`src/rtl/imem_boot_loader.sv`:
```
// imem_boot_loader: byte-serial program loader placed in front of the CPU.
// It receives a framed image over a valid/ready byte stream:
//   count N (16-bit LE), N little-endian 32-bit words, one XOR checksum byte.
// Each assembled word is written to instruction memory. A matching checksum
// releases the CPU. An oversize count or a bad checksum raises a sticky error.
//
// Ports:
//   clk_i        clock, rising edge
//   rst_i        asynchronous active-low reset
//   valid_i      stream byte valid
//   data_i       stream byte
//   ready_o      loader accepts a byte this cycle
//   imem_we_o    instruction-memory write strobe, one cycle per word
//   imem_addr_o  word address for the write
//   imem_data_o  word data for the write
//   cpu_rst_o    active-high CPU reset, dropped after a successful load
//   start_o      CPU start, high after a successful load
//   err_o        sticky frame error
//   words_o      number of words written so far
module imem_boot_loader #(
    parameter int unsigned DEPTH  = 256,
    parameter int unsigned ADDR_W = 8
) (
    input  logic              clk_i,
    input  logic              rst_i,
    input  logic              valid_i,
    input  logic [7:0]        data_i,
    output logic              ready_o,
    output logic              imem_we_o,
    output logic [ADDR_W-1:0] imem_addr_o,
    output logic [31:0]       imem_data_o,
    output logic              cpu_rst_o,
    output logic              start_o,
    output logic              err_o,
    output logic [ADDR_W:0]   words_o
);

    localparam logic [2:0] StCntLo = 3'd0;
    localparam logic [2:0] StCntHi = 3'd1;
    localparam logic [2:0] StWord  = 3'd2;
    localparam logic [2:0] StCsum  = 3'd3;
    localparam logic [2:0] StDone  = 3'd4;
    localparam logic [2:0] StErr   = 3'd5;

    logic [2:0]        state_q, state_d;
    logic [7:0]        cnt_lo_q, cnt_lo_d;
    logic [ADDR_W:0]   n_q, n_d;
    logic [1:0]        byte_q, byte_d;
    logic [ADDR_W:0]   word_q, word_d;
    logic [23:0]       asm_q, asm_d;
    logic [7:0]        xor_q, xor_d;
    logic              we_q, we_d;
    logic [ADDR_W-1:0] addr_q, addr_d;
    logic [31:0]       data_q, data_d;

    logic              accept;
    logic [15:0]       n_full;
    logic [ADDR_W:0]   word_inc;

    assign accept   = valid_i && ready_o;
    assign n_full   = {data_i, cnt_lo_q};
    assign word_inc = word_q + 1'b1;

    always_comb begin
        state_d  = state_q;
        cnt_lo_d = cnt_lo_q;
        n_d      = n_q;
        byte_d   = byte_q;
        word_d   = word_q;
        asm_d    = asm_q;
        xor_d    = xor_q;
        we_d     = 1'b0;
        addr_d   = addr_q;
        data_d   = data_q;
        if (accept) begin
            // The checksum byte itself is not folded into the running XOR.
            if (state_q != StCsum) begin
                xor_d = xor_q ^ data_i;
            end
            case (state_q)
                StCntLo: begin
                    cnt_lo_d = data_i;
                    state_d  = StCntHi;
                end
                StCntHi: begin
                    if (32'(n_full) > DEPTH) begin
                        state_d = StErr;
                    end else begin
                        // N <= DEPTH <= 2^ADDR_W, so it fits in ADDR_W+1 bits.
                        n_d     = (ADDR_W + 1)'(n_full);
                        byte_d  = 2'd0;
                        word_d  = '0;
                        state_d = (n_full == 16'd0) ? StCsum : StWord;
                    end
                end
                StWord: begin
                    byte_d = byte_q + 2'd1;
                    case (byte_q)
                        2'd0: asm_d[7:0]   = data_i;
                        2'd1: asm_d[15:8]  = data_i;
                        2'd2: asm_d[23:16] = data_i;
                        default: begin
                            we_d   = 1'b1;
                            addr_d = word_q[ADDR_W-1:0];
                            data_d = {data_i, asm_q};
                            word_d = word_inc;
                            if (word_inc == n_q) begin
                                state_d = StCsum;
                            end
                        end
                    endcase
                end
                StCsum: begin
                    state_d = (data_i == xor_q) ? StDone : StErr;
                end
                default: ;
            endcase
        end
    end

    always_ff @(posedge clk_i or negedge rst_i) begin
        if (!rst_i) begin
            state_q  <= StCntLo;
            cnt_lo_q <= '0;
            n_q      <= '0;
            byte_q   <= '0;
            word_q   <= '0;
            asm_q    <= '0;
            xor_q    <= '0;
            we_q     <= 1'b0;
            addr_q   <= '0;
            data_q   <= '0;
        end else begin
            state_q  <= state_d;
            cnt_lo_q <= cnt_lo_d;
            n_q      <= n_d;
            byte_q   <= byte_d;
            word_q   <= word_d;
            asm_q    <= asm_d;
            xor_q    <= xor_d;
            we_q     <= we_d;
            addr_q   <= addr_d;
            data_q   <= data_d;
        end
    end

    // Outputs decode from registered state only, so ready_o never looks at valid_i.
    always_comb begin
        ready_o = 1'b0;
        case (state_q)
            StCntLo, StCntHi, StWord, StCsum: ready_o = 1'b1;
            default: ready_o = 1'b0;
        endcase
    end

    assign start_o     = (state_q == StDone);
    assign cpu_rst_o   = (state_q != StDone);
    assign err_o       = (state_q == StErr);
    assign imem_we_o   = we_q;
    assign imem_addr_o = addr_q;
    assign imem_data_o = data_q;
    assign words_o     = word_q;

endmodule
```
`config.mk`:
```
export PLATFORM = sky130hd
export DESIGN_NAME = imem_boot_loader
export DESIGN_NICKNAME = d
export VERILOG_FILES = /design/src/rtl/imem_boot_loader.sv
export SDC_FILE = /design/constraint.sdc
export NUM_CORES = 1
export LEC_CHECK = 0
export CORE_AREA = 2 2 142 116
export DETAILED_ROUTE_END_ITERATION = 10
export DIE_AREA = 0 0 144 118
export GPL_ROUTABILITY_DRIVEN = 0
export SLEW_MARGIN = 20
export SYNTH_ARGS = -nofsm -noshare
export SYNTH_HDL_FRONTEND = slang
export SYNTH_SLANG_ARGS = --single-unit
```
`constraint.sdc`:
```
create_clock -name clk_i -period 1.7 [get_ports clk_i]
set_input_delay 0.34 -clock clk_i [delete_from_list [all_inputs] [get_ports clk_i]]
set_output_delay 0.34 -clock clk_i [all_outputs]
set_load 0.02 [all_outputs]
```
==> results <==
-- how the worst max path moves through the flow --
stage,endpoint,from,slack [ns],cells after the start
2_1_floorplan,state_q[0],words_o[0],-0.06,8
3_3_place_gp,words_o[8],data_i[2],-0.39,7
3_5_place_dp,words_o[7],data_i[6],-0.44,7
4_1_cts,start_o,state_q[0],-0.02,3
5_1_grt,state_q[0],byte_q[0],-0.14,5
6_report,n_q[4],cnt_lo_q[1],-0.05,6
-- area by class of cell --
cell class | instances | area, µm² | area share [%]
timing repair buffer | 144 | 1490 | 21.8
clock buffer | 10 | 229 | 3.35
multi-input combinational | 306 | 2170 | 31.7
clock inverter | 5 | 41.3 | 0.604
inverter | 7 | 38.8 | 0.567
sequential | 104 | 2610 | 38.1
tap | 215 | 269 | 3.93
-- metal layers --
layer | up-vias | track usage (%) | share of wire [%]
met5 | - | 0 | 0
met4 | 0 | 4.66 | 1.8
met3 | 18 | 3.66 | 5.1
met2 | 97 | 21.6 | 45
met1 | 1796 | 20.7 | 48
li1 | 1731 | - | -
-- cells in the final DEF (no fill, tap or decap), types with 3 or more instances in the layout --
master and count:
dlymetal6s2s_1 22, nand2_1 116, nor3_1 5, o21ai_0 5, buf_6 8, buf_4 59
clkdlybuf4s50_1 29, inv_1 5, o31ai_1 5, a21oi_1 7, mux2_2 40, nand2_2 17
nor3_2 3, nand3_1 7, xnor2_1 25, dfrtp_1 102, nand2_4 13, dlygate4sd2_1 8
o21ai_1 9, buf_12 7, nor2_1 5, and3_1 3, ha_1 4, clkbuf_16 13
-- stage by stage --
| stage | utilization (%) | hold slack (ns) |
|---|---|---|
| 2_1_floorplan | - | 0.0444 |
| 6_report | 44.0 | 0.468 |
| 5_1_grt | 44.0 | 0.496 |
| 3_5_place_dp | 38.2 | 0.316 |
| 3_3_place_gp | 38.2 | 0.308 |
| 4_1_cts | 41.0 | 0.473 |
-- cell families after synthesis --
group,count (synthesis),share of synthesized area [%]
multiplexers,43,10.5
XOR/XNOR,26,4.94
adder cells (fa/ha/maj),5,1.36
buffers and inverters,31,3.10
flip-flops,104,56.5
AO/OA/AOI/OAI,41,5.81
AND/OR/NAND/NOR,189,17.8
-- tightest hold or removal path, cell delays in order (launching register included) --
cell and delay, ns:
dfrtp_1 0.34, nand2_1 0.05, nand2_1 0.05
-- cells in the mapped netlist, types with 2 or more instances --
cell        n
buf_4       3
a22o_1      2
nor3_1      7
a21oi_1     8
mux2i_1     2
o31ai_1     5
clkbuf_2    2
dfrtp_1   104
nor2_1      6
ha_1        5
and4_1      2
nand3_1     7
o21ai_0    15
nand2b_1    2
xnor2_1    25
buf_2      10
inv_1       6
clkbuf_1    9
nor4_1      2
nand2_1   146
and3_1      4
nor3b_1     2
mux2_2     41
nor2b_1     2
-- what timing repair did --
action / CTS / global route
gates resized for setup: 46 / 92
endpoints found under the hold margin: 30 / 0
pin swaps: 6 / 37
gates cloned: 3 / 5
setup buffers: 4 / 9
hold buffers: 1 / 0
setup endpoints to repair: 95 / 92
-- state kept, by name, indices dropped and copies added, names as in the netlist --
| register | flops |
|---|---|
| asm_q | 24 |
| byte_q | 2 |
| cnt_lo_q | 8 |
| imem_addr_o | 8 |
| imem_data_o | 32 |
| imem_we_o | 1 |
| n_q | 9 |
| state_q | 3 |
| words_o | 9 |
| xor_q | 8 |
-- power breakdown --
group / total, W / internal (W) / switching [W]
logic: 0.000535 / 0.000301 / 0.000234
registers: 0.00271 / 0.00259 / 0.000120
clock network: 0.00194 / 0.00100 / 0.000931
total: 0.00518 / 0.00389 / 0.00129
==> flow_metrics.tcl <==
set metrics [dict create \
    r2r_start "cnt_lo_q[1]" \
    setup-violations-final 10 \
    r2r_end "n_q[4]" \
    rsz0062_at_grt "yes" \
    cpPeakStageDelay_ns 0.41 \
    fillers 1439 \
    io_pins 65 \
    netlist_area_mm2 0.00461 \
    worstPathMaxFanout 5 \
    cp-end-kind "register" \
    drt_iter0_drc 206 \
    dieArea_mm2 0.0170 \
    maxCapViolCount 0 \
    slew_viol_final 0 \
    n_antenna_cell 0 \
    via_per_inst 4.60 \
    crit_path_cell_trace "nor4_4, nand2_2, a21oi_4, buf_6, nand3_4, mux2_2" \
    total_power_w 0.00518 \
    cpLargestDelayFamily "simple AND/OR/NAND/NOR gates" \
    ys_ff_latch 104 \
    r2r_cells 6 \
    drcViolationCount 0 \
    ant_nets 0 \
    synth_top_area_cell "dfrtp_1" \
    path_clk_slew_ns 0.07 \
    grt-ovfl-total 0 \
    final_cells 791 \
    cp_data_arrival_time_ns 1.99 \
    ctsRootBufferMaster "clkbuf_16" \
    finClkSkew_ns 0.0101 \
    syn_inst 439 \
    period_needed_ns 1.75 \
    numClockSinks 104 \
    synth_top_area_share_pct 56.5 \
    cts_tree "yes" \
    start_util_pct 29.6 \
    ys.flop_type "dfrtp_1" \
    vias 3642 \
    min_path_type "register to register" \
    grt_antenna_before_repair 0 \
    max_slew_margin_pct 65.6 \
    core_area_mm2 0.0155 \
    grt_pass1_wl_um 19100 \
    status "finished with violations" \
    async_flop_share_pct 100 \
    tritoncts.num_buffers 9 \
    hold_viol 0 \
    grt_max_degree 46 \
    firstDrtPassIters 5 \
    grt_pass1_vias 3577 \
    synth-edff-count 0 \
    yosys_warnings 0 \
    p_per_area_mw_per_mm2 757 \
    die_w_um 144 \
    drive_above_1_share_pct 34.7 \
    hold_end "imem_data_o[18]" \
    setup_tns_ns -0.377 \
    cts_buffer_depth 2 \
    critical_path_class "register to register" \
    layout-area-overhead-vs-synth_pct 48.5 \
    wl_um 12500 \
    max_freq_ghz 0.570 \
    track_usage_pct 14.5 \
    cpMaxStageDelayCell "dfrtp_1" \
    wl_per_cell_um 15.8 \
    final_area_mm2 0.00684 \
    dp.final_hpwl_um 8220 \
    chipHeight_um 118 \
    port_buffers 64 \
    hold_path_startpoint "asm_q[18]" \
    start_kind "register" \
    dp_cells 754 \
    crit_required_ns 1.93 \
    tightest_slew_ns 0.510 \
    avgSynthCellArea_um2 10.5 \
    final_net_count 588 \
    cp.buffers_inverters 1 \
    ys_seq_area_share_pct 56.5 \
    yosys-top-cells-area "dfrtp_1 57%, nand2_1 12%, mux2_2 10%" \
    failed_checks "setup timing" \
    insertion_delay_ns 0.35 \
    syn_nets 455 \
    rows 41 \
    holdPathStages 2 \
    r2r_slack_ns -0.05 \
    htreeDepth 3 \
    fin_crit_sh_pct 103 \
    peakVddDrop_mv 0.425 \
    power_leakage_nw 3.64 \
    fin_ws_ns -0.0547 \
    place_area_mm2 0.00594 \
    ys_types 46 \
    dp_slack_ns -0.440 \
]
No activity file was read; power rests on OpenSTA's default activity.
